**src/rtl/apb_stat_regs.sv**
```systemverilog
// APB slave holding per-channel peak statistics, sticky threshold status and an irq.
// Ports: FCLK_CLK1/rstn, APB_M_0_* slave bus, StartColl/Irq, ChMaxData/ChMaxCount/ChValid.
module apb_stat_regs #(
  parameter int DATA_SIZE   = 4,
  parameter int LENGTH_ADD  = 5,
  parameter int NUM_CH      = 3,
  parameter int WAIT_STATES = 0
) (
  input  logic                            FCLK_CLK1,
  input  logic                            rstn,
  input  logic [31:0]                     APB_M_0_paddr,
  input  logic                            APB_M_0_psel,
  input  logic                            APB_M_0_penable,
  input  logic                            APB_M_0_pwrite,
  input  logic [31:0]                     APB_M_0_pwdata,
  output logic [31:0]                     APB_M_0_prdata,
  output logic                            APB_M_0_pready,
  output logic                            APB_M_0_pslverr,
  output logic                            StartColl,
  output logic                            Irq,
  input  logic [NUM_CH*DATA_SIZE-1:0]     ChMaxData,
  input  logic [NUM_CH*LENGTH_ADD-1:0]    ChMaxCount,
  input  logic [NUM_CH-1:0]               ChValid
);

  typedef enum logic [1:0] {S_IDLE, S_WAIT, S_RESP} state_e;

  state_e                state_q, state_d;
  logic [1:0]            wcnt_q, wcnt_d;
  logic [7:0]            addr_q;
  logic [31:0]           wdata_q;
  logic                  write_q;
  logic [31:0]           rdata_q;
  logic                  err_q;

  logic                  start_q, start_d;
  logic                  irqen_q, irqen_d;
  logic [LENGTH_ADD-1:0] thresh_q, thresh_d;
  logic [NUM_CH-1:0]     status_q, status_d;
  logic                  irq_q;
  logic [LENGTH_ADD-1:0] pcnt_q [NUM_CH];
  logic [LENGTH_ADD-1:0] pcnt_d [NUM_CH];
  logic [DATA_SIZE-1:0]  pdat_q [NUM_CH];
  logic [DATA_SIZE-1:0]  pdat_d [NUM_CH];

  logic                  start_xfer;
  logic                  enter_resp;
  logic                  commit;
  logic [7:0]            rd_addr;
  logic                  rd_write;
  logic                  rd_ok;
  logic [31:0]           rd_val;
  logic                  unused_ok;

  assign unused_ok = ^{APB_M_0_paddr[31:8], wdata_q};

  assign start_xfer = APB_M_0_psel & APB_M_0_penable;
  assign enter_resp = (state_d == S_RESP) && (state_q != S_RESP);
  // Writes take effect on the edge that closes the response cycle.
  assign commit     = (state_q == S_RESP) && write_q && !err_q;

  // State register
  always_ff @(posedge FCLK_CLK1) begin
    if (!rstn) begin
      state_q <= S_IDLE;
      wcnt_q  <= '0;
    end else begin
      state_q <= state_d;
      wcnt_q  <= wcnt_d;
    end
  end

  // Next-state logic; a dropped psel during wait states aborts the transfer.
  always_comb begin
    state_d = state_q;
    wcnt_d  = wcnt_q;
    unique case (state_q)
      S_IDLE: begin
        wcnt_d = '0;
        if (start_xfer)
          state_d = (WAIT_STATES == 0) ? S_RESP : S_WAIT;
      end
      S_WAIT: begin
        if (!APB_M_0_psel)
          state_d = S_IDLE;
        else if (wcnt_q == 2'(WAIT_STATES - 1))
          state_d = S_RESP;
        else
          wcnt_d = wcnt_q + 2'd1;
      end
      S_RESP:  state_d = S_IDLE;
      default: state_d = S_IDLE;
    endcase
  end

  // Output logic
  always_comb begin
    APB_M_0_pready  = (state_q == S_RESP);
    APB_M_0_pslverr = (state_q == S_RESP) && err_q;
    APB_M_0_prdata  = (state_q == S_RESP) ? rdata_q : 32'h0;
  end

  // With zero wait states the response is built straight from the bus.
  assign rd_addr  = (state_q == S_IDLE) ? APB_M_0_paddr[7:0] : addr_q;
  assign rd_write = (state_q == S_IDLE) ? APB_M_0_pwrite : write_q;

  always_comb begin
    rd_ok  = 1'b0;
    rd_val = 32'h0;
    if (rd_addr[1:0] == 2'b00) begin
      if (rd_addr == 8'h00) begin
        rd_ok     = 1'b1;
        rd_val[0] = start_q;
        rd_val[1] = irqen_q;
      end
      if (rd_addr == 8'h04) begin
        rd_ok                = 1'b1;
        rd_val[NUM_CH-1:0]   = status_q;
      end
      if (rd_addr == 8'h08) begin
        rd_ok                  = 1'b1;
        rd_val[LENGTH_ADD-1:0] = thresh_q;
      end
      for (int i = 0; i < NUM_CH; i++) begin
        if (rd_addr == 8'(16 + 4 * i)) begin
          rd_ok                    = 1'b1;
          rd_val[16 +: DATA_SIZE]  = pdat_q[i];
          rd_val[0 +: LENGTH_ADD]  = pcnt_q[i];
        end
      end
    end
  end

  // Transfer capture and response registers
  always_ff @(posedge FCLK_CLK1) begin
    if (!rstn) begin
      addr_q  <= '0;
      wdata_q <= '0;
      write_q <= 1'b0;
      rdata_q <= '0;
      err_q   <= 1'b0;
    end else begin
      if (state_q == S_IDLE && start_xfer) begin
        addr_q  <= APB_M_0_paddr[7:0];
        wdata_q <= APB_M_0_pwdata;
        write_q <= APB_M_0_pwrite;
      end
      if (enter_resp) begin
        err_q   <= !rd_ok;
        rdata_q <= (rd_ok && !rd_write) ? rd_val : 32'h0;
      end
    end
  end

  // Register file next state
  always_comb begin
    logic [LENGTH_ADD-1:0] cnt_in;
    logic [DATA_SIZE-1:0]  dat_in;
    logic [LENGTH_ADD-1:0] base;
    logic                  clr;
    logic                  upd;
    logic                  st_clr;
    start_d  = start_q;
    irqen_d  = irqen_q;
    thresh_d = thresh_q;
    status_d = status_q;
    cnt_in   = '0;
    dat_in   = '0;
    base     = '0;
    clr      = 1'b0;
    upd      = 1'b0;
    st_clr   = 1'b0;
    if (commit && addr_q == 8'h00) begin
      start_d = wdata_q[0];
      irqen_d = wdata_q[1];
    end
    if (commit && addr_q == 8'h08)
      thresh_d = wdata_q[LENGTH_ADD-1:0];
    for (int i = 0; i < NUM_CH; i++) begin
      cnt_in = ChMaxCount[i*LENGTH_ADD +: LENGTH_ADD];
      dat_in = ChMaxData[i*DATA_SIZE +: DATA_SIZE];
      clr    = commit && (addr_q == 8'(16 + 4 * i));
      // A same-cycle clear means the sample competes against zero.
      base   = clr ? '0 : pcnt_q[i];
      upd    = ChValid[i] && (cnt_in > base);
      st_clr = commit && (addr_q == 8'h04) && wdata_q[i];
      pcnt_d[i] = upd ? cnt_in : base;
      pdat_d[i] = upd ? dat_in : (clr ? '0 : pdat_q[i]);
      status_d[i] = (upd && cnt_in >= thresh_q) |
                    (status_q[i] & ~st_clr);
    end
  end

  always_ff @(posedge FCLK_CLK1) begin
    if (!rstn) begin
      start_q  <= 1'b1;
      irqen_q  <= 1'b0;
      thresh_q <= '0;
      status_q <= '0;
      irq_q    <= 1'b0;
      for (int i = 0; i < NUM_CH; i++) begin
        pcnt_q[i] <= '0;
        pdat_q[i] <= '0;
      end
    end else begin
      start_q  <= start_d;
      irqen_q  <= irqen_d;
      thresh_q <= thresh_d;
      status_q <= status_d;
      irq_q    <= irqen_q & (|status_q);
      for (int i = 0; i < NUM_CH; i++) begin
        pcnt_q[i] <= pcnt_d[i];
        pdat_q[i] <= pdat_d[i];
      end
    end
  end

  assign StartColl = start_q;
  assign Irq       = irq_q;

endmodule
```
**config.mk**
```make
export PLATFORM = sky130hd
export DESIGN_NAME = apb_stat_regs
export DESIGN_NICKNAME = d
export VERILOG_FILES = /design/src/rtl/apb_stat_regs.sv
export SDC_FILE = /design/constraint.sdc
export NUM_CORES = 1
export LEC_CHECK = 0
export CAP_MARGIN = 20
export CORE_ASPECT_RATIO = 1.5
export CORE_MARGIN = 2
export CORE_UTILIZATION = 42
export CTS_CLUSTER_SIZE = 28
export DETAILED_ROUTE_END_ITERATION = 6
export PLACE_DENSITY = 0.75
export SYNTH_ARGS = -nofsm -noshare
export SYNTH_HDL_FRONTEND = slang
export SYNTH_SLANG_ARGS = --single-unit
```
**constraint.sdc**
```tcl
create_clock -name FCLK_CLK1 -period 3.25 [get_ports FCLK_CLK1]
set_clock_uncertainty 0.2 [all_clocks]
set_input_delay 0.325 -clock FCLK_CLK1 [delete_from_list [all_inputs] [get_ports FCLK_CLK1]]
set_output_delay 0.325 -clock FCLK_CLK1 [all_outputs]
set_load 0.005 [all_outputs]
```
* Word level (Yosys, flattened, before mapping)
Memory sizes are Yosys's and may differ from the RTL's.
Cells that the tools add are included.
** Storage, ports and cells
- Output and inout bits :: 36
- Input port bits :: 99
- Flip-flop bits (word level) :: 62
- ROM bits :: 0
- Memories :: 2
- Bits in writable memories :: 27
- Bits in latches :: 0
** Memory list
- pcnt_q :: depth 3, bits a word 5, rd ports 3, clocked after memory_dff 0, wr ports 3, RTL line 41 : logic [LENGTH_ADD-1:0] pcnt_q [NUM_CH];
- pdat_q :: depth 3, bits a word 4, rd ports 3, clocked after memory_dff 0, wr ports 3, RTL line 43 : logic [DATA_SIZE-1:0] pdat_q [NUM_CH];
** Operators by class
- Reductions and logical operators :: 31
- Order comparisons :: 6
- Multiply operators :: 0
- Muxes and demuxes :: 49
- Divide/modulo/power cells :: 0
- Shift-type cells :: 0
- Eq/ne operators :: 17
- Bitwise operators :: 17
- Add/sub/neg operators :: 1
** Operators by type and width (count)
- $mux 5 :: 14
- $mux 4 :: 13
- $eq 8x5->1 const B :: 6
- $mux 32 :: 1
- $logic_and 1x1->1 :: 21
- $mux 20 :: 1
- $eq 8x3->1 const B :: 2
- $eq 8x4->1 const B :: 2
- $logic_not 8->1 :: 2
- $ge 5x5->1 :: 3
- $gt 5x5->1 :: 3
- $mux 2 :: 6
- $mux 1 :: 10
- $or 1x1->1 :: 9
- $mux 8 :: 1
- $pmux 2 s2 :: 2
- $eq 2x2->1 const B :: 3
- $ne 2x2->1 const B :: 3
- $and 1x1->1 :: 5
- $logic_not 2->1 :: 2
- $logic_not 1->1 :: 3
- $mux 3 :: 1
- $not 1->1 :: 3
- $reduce_and 3->1 :: 1
- 4 further kinds :: 4

* Longest topological paths before layout
Gate-level depths: netlist (run 1).
- Depth in word-level cells :: 12
- Gate-level depth with buffers :: 14

* Least setup slack after synthesis (run 1)
OpenSTA, ideal clock, no wires.
- Kind :: register -> register
- From :: reg state_q[1]
- To :: reg status_q[2]
- Period minus slack after synthesis :: 3.007 ns
- Buffers on the path :: 2
- Arrival :: 2.691 ns
- Required time :: 2.935 ns
- Stages on the path, launching flop included :: 14
- Setup time :: 0.115 ns
- Slack :: 0.243 ns
- Path through :: dfxtp_1 buf_4 nor2b_1 and4b_1 nand3_1 clkbuf_1 nand2_1 ha_1 nor2b_1 o21ai_0 nand2b_1 a211oi_1 nor2_1 a31o_1
** On the way
- Word-level cells in the longest chain between the ends :: 9
** Ends and longest elaborated chain
- from (decl) :: RTL line 28 : state_e state_q, state_d;
- from (signal assigned) :: RTL line 68 : state_q <= state_d;
- $eq 2x2->1 * :: RTL line 60 : assign commit = (state_q == S_RESP) && write_q && !err_q;
- $logic_and 1x1->1 * (2 in a row) :: RTL line 60
- $logic_and 1x1->1 :: RTL line 182 : clr = commit && (addr_q == 8'(16 + 4 * i));
- $mux 5 :: RTL line 184 : base = clr ? '0 : pcnt_q[i];
- $gt 5x5->1 :: RTL line 185 : upd = ChValid[i] && (cnt_in > base);
- $logic_and 1x1->1 :: RTL line 185
- $logic_and 1x1->1 :: RTL line 189 : status_d[i] = (upd && cnt_in >= thresh_q) |
- $or 1x1->1 * :: RTL line 189
- to (signal assigned) :: RTL line 209 : status_q <= status_d;
- to (decl) :: RTL line 39 : logic [NUM_CH-1:0] status_q, status_d;
Every way passes the cells marked *; elsewhere a longest branch is shown, timed or not.
A chain may end at the register's enable or synchronous reset.

* Final worst setup path (run 1)
- From :: reg addr_q[0]
- To :: reg status_q[2]
** On the way
- Word-level cells in the longest chain between the ends :: 7
** Ends and longest elaborated chain
- from (decl) :: RTL line 30 : logic [7:0] addr_q;
- from (signal assigned) :: RTL line 144 : addr_q <= APB_M_0_paddr[7:0];
- $eq 8x5->1 :: RTL line 182
- $logic_and 1x1->1 :: RTL line 182
- $mux 5 :: RTL line 184
- $gt 5x5->1 :: RTL line 185
- $logic_and 1x1->1 :: RTL line 185
- $logic_and 1x1->1 :: RTL line 189
- $or 1x1->1 * :: RTL line 189
Marks and branches as above.

==> results of run 1 <==
[routing by layer]
metal	global-route usage [%]	share of wire, %
met1	23.5	39
met2	41.5	53
met3	3.71	4.3
met4	9.38	2.9
met5	0	0
[cell type report]
| class | instances | area share [%] |
|---|---|---|
| multi-input cells | 390 | 49.7 |
| flip-flops and latches | 66 | 26.2 |
| repair buffers | 74 | 14.0 |
| clock buffers | 12 | 5.28 |
| well taps | 112 | 2.77 |
| clock inverters | 4 | 1.44 |
| inverters | 9 | 0.669 |
[kinds of logic after synthesis]
family	after synthesis	share of synthesized area, %
AO/OA/AOI/OAI	94	16.1
adder cells (fa/ha/maj)	31	9.64
buffers and inverters	53	7.28
flip-flops	66	32.8
multiplexers	31	8.15
other	1	0.0932
AND/OR/NAND/NOR	211	25.9
[repair_timing]
item / CTS / global route
setup endpoints to repair: 0 / 28
buffers inserted: 0 / 0
resized for setup: 0 / 5
[through the flow]
step                setup slack [ns]  instance area [sq um]  hold slack (ns)
finish                         0.241                   5050            0.243
detailed placement             0.120                   4690            0.236
floorplan                      0.243                   4110            0.217
CTS                           0.0948                   5030            0.248
global placement               0.229                   4690            0.237
global route                 0.00686                   5050            0.265
[worst max path at each step]
stage	start	endpoint	slack, ns	cells past startpoint
floorplan	state_q[1]	status_q[2]	0.24	13
global route	addr_q[6]	status_q[2]	0.007	12
CTS	addr_q[0]	pcnt_q[0][7]	0.09	13
global placement	addr_q[0]	status_q[2]	0.23	12
detailed placement	addr_q[0]	pcnt_q[0][7]	0.12	13
finish	addr_q[0]	status_q[2]	0.24	12
[cells in the mapped netlist, drive strengths merged, types with 4 or more instances]
cell type	number	area, sq um
a21o	6	45.0
a21oi	38	201
a221oi	4	35.0
and2	16	100
and3	6	37.5
buf	27	195
clkbuf	17	63.8
dfxtp	66	1320
ha	31	388
inv	8	30.0
mux2	4	45.0
mux2i	27	283
nand2	86	323
nand2b	7	43.8
nand3	36	185
nand3b	4	30.0
nand4	5	31.3
nor2	29	119
nor2b	6	37.5
nor3	4	25.0
o21ai	10	50.0
o31ai	5	37.5
[sequential cells by signal, summed over array words and instances, names as in the netlist]
register	cells
pcnt_q	15
pdat_q	12
rdata_q	9
addr_q	8
thresh_q	5
wdata_q	5
status_q	3
state_q	2
wcnt_q	2
Irq	1
StartColl	1
err_q	1
irqen_q	1
write_q	1
[worst max-delay path, stage by stage, from the launching register on]
cell,delay (ns)
dfxtp_1,0.34
nor4b_2,0.32
and4b_1,0.31
nand3_1,0.19
nand2_1,0.14
ha_1,0.24
nor2b_1,0.13
o21ai_0,0.16
nand2b_1,0.10
a211oi_2,0.28
nor2_1,0.08
buf_4,0.20
a31o_1,0.21
[power by group through the flow]
| stage | Sequential (W) | Combinational [W] | Clock (W) |
|---|---|---|---|
| 6_report | 0.000889 | 0.000340 | 0.00110 |
| 4_1_cts | 0.000888 | 0.000335 | 0.00110 |
| 5_1_grt | 0.000893 | 0.000383 | 0.00114 |
| 3_5_place_dp | 0.000905 | 0.000332 | 0 |
| 3_3_place_gp | 0.000904 | 0.000320 | 0 |
| 2_1_floorplan | 0.000887 | 0.000230 | 0 |
==> impl_metrics.tcl, run 1 <==
set metrics [dict create \
    outcome "finished, final reports clean" \
    combPwrFrac_pct 14.6 \
    wire_per_inst_um 16.2 \
    ys_ff_latch 66 \
    first_pass_iters 4 \
    syn_area_per_cell_sq_um 8.26 \
    num_vias 3688 \
    dp_cells 651 \
    cp_data_arrival_time_ns 3.04 \
    ys_types 64 \
    setup_viol 0 \
    cts.clk_slew.worst_paths_ns 0.06 \
    ir_worst_vdd_mv 0.311 \
    hold_class "reg2reg" \
    rsz0062_at_grt "no" \
    ctsHoldBuffers 0 \
    period_needed_ns 3.01 \
    worstSkewPairLatency_ns 0.34 \
    fill_cells 865 \
    power.internal_w 0.00175 \
    fin_total_pwr_w 0.00232 \
    drt_iter0_drc 216 \
    numCtsBuffers 9 \
    clk_path_buf_depth 2 \
    antennaDiodeCount 0 \
    cap_violations 0 \
    port-buffer-count 60 \
    drv_slew 0 \
    pwr-share-seq_pct 38.3 \
    p_per_area_nw_per_um2 460 \
    worstMarginPinSlew_ns 0.552 \
    mostFrequentLayoutCell "nand2_1" \
    hold_viol 0 \
    ant_nets 0 \
    seqCellArea_sq_um 1320 \
    min_to "rdata_q[17]" \
    multiInputGateArea_sq_um 2510 \
    synthCells 487 \
    gr-total-overflow 0 \
    ys_async_sr_fraction_pct 0 \
    die_x_um 83.9 \
    ys.warnings.count 0 \
    htreeDepth 3 \
    ios 135 \
    r2r_end "status_q[2]" \
    grt_pass1_vias 3652 \
    fmax_ghz 0.332 \
    grt_pass1_wl_mm 17.8 \
    fin_crit_sh_pct 92.6 \
    chipHeight_um 124 \
    worstPathRequired_ns 3.28 \
    r2r_slack_ns 0.24 \
    fin_util_pct 54.3 \
    min_path_cells 2 \
    wirelength_mm 10.8 \
    switching_share_pct 24.8 \
    drc 0 \
    synth_edf_count 0 \
    clockPowerShare_pct 47.1 \
    place_hpwl_mm 8.40 \
    grt_use_total_pct 21.7 \
    hp-start "rdata_q[17]" \
    setup_tns_ns 0 \
    cts-root-buf "clkbuf_16" \
    ys_seq_area_share_pct 32.8 \
    grt_max_degree 36 \
    layout.nets 680 \
    crit_path_end_kind "flip-flop" \
    yosys_most_used_dff "dfxtp_1" \
    drive_above_1_share_pct 9.37 \
    finalNonFillerCells 667 \
    cp-start-kind "flip-flop" \
    relSlewSlack_pct 62.7 \
    antenna_found_initial 0 \
    syn_to_final_growth_pct 25.5 \
    cts_tree "done" \
    start_util_pct 43.2 \
    crit-reg2reg-launch "addr_q[0]" \
    reg2reg_depth 12 \
    numClockSinks 66 \
    final_cell_mix "nand2_1 (86), dfxtp_1 (66), clkdlybuf4s50_1 (60)" \
    rows 43 \
    syn_area_sq_um 4020 \
    core_area_sq_um 9310 \
    critPathKind "reg2reg" \
    dieArea_sq_um 10400 \
    gp_congestion 0.909 \
    worstPathMaxFanout 9 \
    route.detailed.vias_per_inst 5.53 \
    power.leakage_nw 2.07 \
    switchingPower_w 0.000576 \
]
No activity file was read; power rests on OpenSTA's default activity.
==> run 2, diff against run 1 <==
- CTS_CLUSTER_DIAMETER: unset -> 60
==> results of run 2 <==
No change in the layout: final DEF, timing and power equal those of run 1.
